`src/rtl/uart_rx_frontend_if.sv`:
```
// Byte handshake between the UART receive front end and the packet parser.
//   rx_data  : byte presented to the parser, valid in the rx_valid cycle
//   rx_valid : 1-cycle pulse, a new byte is on rx_data
//   rx_ready : parser ready; while low no new rx_valid pulse is issued
// master = byte source (front end), slave = byte sink (parser).
interface uart_rx_frontend_if;
   logic [7:0] rx_data;
   logic       rx_valid;
   logic       rx_ready;

   modport master (output rx_data, output rx_valid, input rx_ready);
   modport slave  (input rx_data, input rx_valid, output rx_ready);
endinterface

```
`src/rtl/uart_rx_frontend.sv`:
```
// UART 8N1 receive front end: synchronises uart_rxd, deserialises frames, buffers
// bytes in a FIFO and hands them to the parser over a pulsed byte handshake.
//   clk, rst_n   : clock, asynchronous active-low reset
//   uart_rxd     : raw serial input, idle high, asynchronous to clk
//   rx_if        : master side of rx_data/rx_valid/rx_ready
//   fifo_level   : bytes currently buffered
//   frame_err    : 1-cycle pulse, stop bit sampled low
//   overrun_err  : 1-cycle pulse, byte dropped because the FIFO was full
module uart_rx_frontend #(
   parameter int unsigned CLKS_PER_BIT = 434,
   parameter int unsigned FIFO_DEPTH   = 16
) (
   input  logic                              clk,
   input  logic                              rst_n,
   input  logic                              uart_rxd,
   uart_rx_frontend_if.master                rx_if,
   output logic [$clog2(FIFO_DEPTH+1)-1:0]   fifo_level,
   output logic                              frame_err,
   output logic                              overrun_err
);

   localparam int unsigned CNT_W    = $clog2(CLKS_PER_BIT);
   localparam int unsigned AW       = $clog2(FIFO_DEPTH);
   localparam int unsigned LW       = $clog2(FIFO_DEPTH + 1);
   localparam int unsigned CNT_LAST = CLKS_PER_BIT - 1;
   localparam int unsigned CNT_HALF = CLKS_PER_BIT / 2 - 1;

   typedef enum logic [2:0] {
      S_IDLE,
      S_START,
      S_DATA,
      S_STOP,
      S_WAIT_IDLE
   } state_e;

   logic             sync1_q, sync2_q;
   state_e           state_q;
   logic [CNT_W-1:0] cnt_q;
   logic [2:0]       idx_q;
   logic [7:0]       shift_q;
   logic             frame_err_q;

   logic [7:0]       mem [FIFO_DEPTH];
   logic [AW-1:0]    wptr_q, rptr_q;
   logic [LW-1:0]    level_q, level_d;
   logic [7:0]       rx_data_q;
   logic             rx_valid_q;
   logic             overrun_err_q;

   logic             cnt_last_c, push_c, pop_c, full_c, wr_en_c;

   // Two-flop synchroniser; resets to the idle line level.
   always_ff @(posedge clk or negedge rst_n) begin
      if (!rst_n) begin
         sync1_q <= 1'b1;
         sync2_q <= 1'b1;
      end else begin
         sync1_q <= uart_rxd;
         sync2_q <= sync1_q;
      end
   end

   assign cnt_last_c = (cnt_q == CNT_W'(CNT_LAST));
   // A good stop sample pushes the assembled byte in the same cycle.
   assign push_c     = (state_q == S_STOP) && cnt_last_c && sync2_q;
   assign full_c     = (level_q == LW'(FIFO_DEPTH));
   // Pop only after an idle rx_valid cycle, so pulses are always separated.
   assign pop_c      = (level_q != '0) && rx_if.rx_ready && !rx_valid_q;
   // When full, a simultaneous pop frees the slot for the incoming byte.
   assign wr_en_c    = push_c && (!full_c || pop_c);

   // Frame deserialiser.
   always_ff @(posedge clk or negedge rst_n) begin
      if (!rst_n) begin
         state_q     <= S_IDLE;
         cnt_q       <= '0;
         idx_q       <= '0;
         shift_q     <= '0;
         frame_err_q <= 1'b0;
      end else begin
         frame_err_q <= 1'b0;
         case (state_q)
            S_IDLE: begin
               if (!sync2_q) begin
                  state_q <= S_START;
                  cnt_q   <= '0;
               end
            end
            S_START: begin
               // Mid start bit: a high line here means the falling edge was a glitch.
               if (cnt_q == CNT_W'(CNT_HALF)) begin
                  cnt_q <= '0;
                  idx_q <= '0;
                  state_q <= sync2_q ? S_IDLE : S_DATA;
               end else begin
                  cnt_q <= cnt_q + CNT_W'(1);
               end
            end
            S_DATA: begin
               if (cnt_last_c) begin
                  cnt_q          <= '0;
                  shift_q[idx_q] <= sync2_q;
                  idx_q          <= idx_q + 3'd1;
                  if (idx_q == 3'd7) state_q <= S_STOP;
               end else begin
                  cnt_q <= cnt_q + CNT_W'(1);
               end
            end
            S_STOP: begin
               // Leave at mid stop bit so the next start edge is caught early.
               if (cnt_last_c) begin
                  cnt_q <= '0;
                  if (sync2_q) begin
                     state_q <= S_IDLE;
                  end else begin
                     frame_err_q <= 1'b1;
                     state_q     <= S_WAIT_IDLE;
                  end
               end else begin
                  cnt_q <= cnt_q + CNT_W'(1);
               end
            end
            S_WAIT_IDLE: begin
               if (sync2_q) state_q <= S_IDLE;
            end
            default: state_q <= S_IDLE;
         endcase
      end
   end

   // FIFO storage is not reset; the pointers and level define what is valid.
   always_ff @(posedge clk) begin
      if (wr_en_c) mem[wptr_q] <= shift_q;
   end

   always_comb begin
      level_d = level_q;
      if (wr_en_c && !pop_c)      level_d = level_q + LW'(1);
      else if (!wr_en_c && pop_c) level_d = level_q - LW'(1);
   end

   // FIFO pointers, level and registered output handshake.
   always_ff @(posedge clk or negedge rst_n) begin
      if (!rst_n) begin
         wptr_q        <= '0;
         rptr_q        <= '0;
         level_q       <= '0;
         rx_data_q     <= '0;
         rx_valid_q    <= 1'b0;
         overrun_err_q <= 1'b0;
      end else begin
         level_q       <= level_d;
         rx_valid_q    <= pop_c;
         overrun_err_q <= push_c && !wr_en_c;
         if (wr_en_c) wptr_q <= wptr_q + AW'(1);
         if (pop_c) begin
            rptr_q    <= rptr_q + AW'(1);
            rx_data_q <= mem[rptr_q];
         end
      end
   end

   assign rx_if.rx_data  = rx_data_q;
   assign rx_if.rx_valid = rx_valid_q;
   assign fifo_level     = level_q;
   assign frame_err      = frame_err_q;
   assign overrun_err    = overrun_err_q;

endmodule

```
`src/flat_wrapper.sv`:
```
// flat-port wrapper written by rule: the top's interface ports become plain ports
module uart_rx_frontend_flat 
#(
   parameter int unsigned CLKS_PER_BIT = 434,
   parameter int unsigned FIFO_DEPTH   = 16
)
  (clk, rst_n, uart_rxd, fifo_level, frame_err, overrun_err, rx_if_rx_data, rx_if_rx_valid, rx_if_rx_ready);
  uart_rx_frontend_if rx_if_i ();
  input  logic clk;
  input  logic rst_n;
  input  logic uart_rxd;
  output logic [$clog2(FIFO_DEPTH+1)-1:0] fifo_level;
  output logic frame_err;
  output logic overrun_err;
  output wire logic [$bits(rx_if_i.rx_data)-1:0] rx_if_rx_data;
  output wire logic [$bits(rx_if_i.rx_valid)-1:0] rx_if_rx_valid;
  input wire logic [$bits(rx_if_i.rx_ready)-1:0] rx_if_rx_ready;
  assign rx_if_rx_data = rx_if_i.rx_data;
  assign rx_if_rx_valid = rx_if_i.rx_valid;
  assign rx_if_i.rx_ready = rx_if_rx_ready;
  uart_rx_frontend #(.CLKS_PER_BIT(CLKS_PER_BIT), .FIFO_DEPTH(FIFO_DEPTH)) u_core (.clk(clk), .rst_n(rst_n), .uart_rxd(uart_rxd), .rx_if(rx_if_i), .fifo_level(fifo_level), .frame_err(frame_err), .overrun_err(overrun_err));
endmodule
```
`config.mk`:
```
export PLATFORM = sky130hd
export DESIGN_NAME = uart_rx_frontend_flat
export DESIGN_NICKNAME = d
export VERILOG_FILES = /design/src/rtl/uart_rx_frontend_if.sv /design/src/rtl/uart_rx_frontend.sv /design/src/flat_wrapper.sv
export SDC_FILE = /design/constraint.sdc
export NUM_CORES = 1
export LEC_CHECK = 0
export ABC_CLOCK_PERIOD_IN_PS = 8350
export BUFFER_PORTS_ARGS = -buffer_cell sky130_fd_sc_hd__buf_2
export CAP_MARGIN = 20
export CORE_MARGIN = 3
export CORE_UTILIZATION = 57
export CTS_CLUSTER_DIAMETER = 120
export DETAILED_ROUTE_END_ITERATION = 6
export PLACE_DENSITY = 0.74
export SYNTH_ARGS = -nofsm -noshare
export SYNTH_HDL_FRONTEND = slang
export SYNTH_SLANG_ARGS = --single-unit
```
`constraint.sdc`:
```
create_clock -name clk -period 8.35 [get_ports clk]
set_clock_uncertainty 0.05 [all_clocks]
set_input_delay 1.67 -clock clk [delete_from_list [all_inputs] [get_ports clk]]
set_output_delay 1.67 -clock clk [all_outputs]
set_load 0.01 [all_outputs]
```
==> results.json <==
{
  "synth.avg_cell_area_um2": 17.0,
  "detail-route-antenna-nets": 0,
  "whs_ns": 0.305,
  "drv_slew": 0,
  "fp.dieArea_um2": 14300,
  "dr_total_vias": 3792,
  "status": "complete, no violations",
  "worstSkewPairLatency_ns": 0.43,
  "end_kind": "flop",
  "synth_seq_cells": 177,
  "period_needed_ns": 3.77,
  "cts_max_level": 4,
  "cts_resized": 0,
  "required_ns": 8.66,
  "synth_ff_type": "edfxtp_1",
  "ir_drop_v": 0.000187,
  "post-route-period-util_pct": 45.2,
  "clk_pin_slew_worst_paths_ns": 0.06,
  "stdcell_count": 636,
  "worstSetupStartpoint": "rx_if_rx_ready",
  "dr.pass1.iters": 4,
  "max_freq_ghz": 0.265,
  "yosysUniqueCellTypes": 55,
  "grt_pass1_vias": 3848,
  "worstReg2RegEnd": "u_core.fifo_level[4]",
  "cts_tree": "done",
  "timing.slew.headroom_pct": 43.2,
  "syn-num-nets": 453,
  "tightest_slew_ns": 0.851,
  "fp-row-count": 40,
  "drtIter0Drc": 331,
  "die_x_um": 119,
  "place_area_um2": 7600,
  "area_delta_synth_final_pct": 11.7,
  "nNetsFinal": 476,
  "final_area_um2": 8200,
  "p_per_area_nw_per_um2": 271,
  "fin_util_pct": 66.6,
  "cts-root-buf": "clkbuf_16",
  "cap_violations": 0,
  "track_usage_pct": 20.7,
  "wire_per_inst_um": 21.1,
  "gr-total-overflow": 0,
  "gp_routability_congestion": 0.831,
  "hpwl_um": 8320,
  "synthesis.area_um2": 7340,
  "critPathLaunchType": "primary input",
  "n_fill_cell": 842,
  "p_leak_nw": 3.32,
  "synth_edf_count": 128,
  "ys.warnings.count": 0,
  "async_flop_share_pct": 27.7,
  "start_util_pct": 59.6,
  "core_area_um2": 12300,
  "cp-endpoint": "u_core.fifo_level[4]",
  "die_h_um": 119,
  "cp.arrival_ns": 4.08,
  "grt_max_degree": 50,
  "routed_wl_um": 13400,
  "clock_sinks": 177,
  "hold_depth": 0,
  "cts.path.max_buffers": 2,
  "yosysSeqAreaShare_pct": 69.1,
  "final-hold-violation-count": 0,
  "hold_buffers": 0,
  "drive_gt1_share_pct": 24.8,
  "rsz0062_at_grt": "no",
  "numCtsBuffers": 17,
  "crit_type": "primary input to flop",
  "io_pins": 20,
  "grt_antenna_before_repair": 0,
  "numPortBuffers": 19,
  "antenna_cells": 0,
  "place_inst": 605,
  "worst-path-max-fanout": 7,
  "post-cts-setup-buffers": 0,
  "setup_viol": 0,
  "fin_tns_setup_ns": 0,
  "grt_pass1_wl_um": 22000,
  "timing.rr.start": "u_core.cnt_q[1]",
  "r2r_setup_slack_ns": 5.03,
  "synthCells": 433,
  "hold_path.class": "flop to flop",
  "remaining_drc_errors": 0,
  "via_per_inst": 5.96,
  "rr_worst_depth": 13
}
==> layer usage <==
metal,track usage (%),part of all wire [%],up-vias
li1,-,-,1739
met1,29.7,44,1935
met2,31.0,48,98
met3,6.97,6.4,20
met4,5.73,1.4,0
met5,0,0,-
==> flip-flops by register name, summed over array words and instances, names as in the netlist <==
| name | count |
|---|---|
| u_core.cnt_q | 9 |
| u_core.fifo_level | 5 |
| u_core.frame_err | 1 |
| u_core.idx_q | 3 |
| u_core.mem | 128 |
| u_core.overrun_err | 1 |
| u_core.rptr_q | 4 |
| u_core.rx_if.rx_data | 8 |
| u_core.rx_if.rx_valid | 1 |
| u_core.shift_q | 8 |
| u_core.state_q | 3 |
| u_core.sync1_q | 1 |
| u_core.sync2_q | 1 |
| u_core.wptr_q | 4 |
==> placed cells by master (no fill, tap or decap), drive strengths merged, types with 7 or more instances in the layout <==
cell type,instances
buf,22
clkbuf,20
nor2,9
mux4,32
mux2,17
dfrtp,47
a21oi,18
ha,15
o22ai,17
nand3,7
and2,16
xnor2,9
edfxtp,128
o21ai,9
inv,15
nand2,15
==> report_power, final <==
part,switching [mW],internal (mW)
combinational,0.176,0.168
sequential,0.0839,0.979
clock,0.317,0.497
==> worst min path at each step <==
stage                              start             end  slack [ns]
final                     u_core.sync1_q  u_core.sync2_q        0.31
after global routing      u_core.sync1_q  u_core.sync2_q        0.31
after CTS                 u_core.sync1_q  u_core.sync2_q        0.31
after detailed placement  u_core.sync1_q  u_core.sync2_q        0.30
after global placement    u_core.sync1_q  u_core.sync2_q        0.30
after floorplan           u_core.sync1_q  u_core.sync2_q        0.30
==> kinds of logic after synthesis <==
| logic type | share of synthesized area, % |
|---|---|
| compound gates | 4.99 |
| xor+xnor | 1.31 |
| fa+ha+maj | 2.83 |
| buf+inv | 1.79 |
| flops | 69.1 |
| mux | 12.6 |
| simple gates | 7.43 |
==> synth_stat cells, types with 2 or more instances <==
library cell	instances	area [µm²]
nor4b_1	2	17.5
or2_2	3	18.8
dfrtp_1	47	1180
nand4b_1	2	17.5
nor3b_2	2	25.0
and2_1	16	100
nor4_1	4	25.0
or3_1	2	12.5
a22o_1	3	26.3
a31oi_1	4	25.0
mux4_2	32	721
nand3_1	7	35.0
and3_1	3	18.8
dfstp_2	2	52.6
buf_1	2	7.51
nor2_1	9	33.8
o22ai_1	17	106
nand4_1	3	18.8
ha_1	15	188
o21ai_0	9	45.0
xnor2_1	9	78.8
nand2_1	15	56.3
a21o_1	2	15.0
nand2b_1	5	31.3
edfxtp_1	128	3840
xor2_1	2	17.5
clkbuf_1	11	41.3
buf_2	3	15.0
a21oi_1	18	90.1
inv_1	13	48.8
mux2_2	17	191
nor3_1	3	15.0
==> critical path, stage by stage <==
cell,delay (ns)
buf_2,0.08
nand2b_1,0.09
and3_1,0.18
or4_4,0.58
inv_4,0.11
ha_1,0.22
inv_1,0.12
ha_1,0.32
a21o_1,0.19
a21oi_1,0.17
mux2i_1,0.23
xnor2_1,0.13
==> per-stage QoR <==
step                      worst slack (ns)  total power, mW
after detailed placement              4.15             1.43
after floorplan                       4.40             1.32
after global routing                  4.37             2.32
after global placement                4.23             1.42
final                                 4.58             2.22
after CTS                             4.59             2.25
==> layout make-up <==
class | instances | area (µm²) | area share, %
Clock buffer | 20 | 437 | 5.33
Tap cell | 168 | 210 | 2.56
Multi-Input combinational cell | 224 | 2140 | 26.1
Inverter | 14 | 55.1 | 0.671
Clock inverter | 11 | 163 | 1.98
Timing Repair Buffer | 22 | 118 | 1.43
Sequential cell | 177 | 5070 | 61.9
Power figures use the tool's default switching activity.
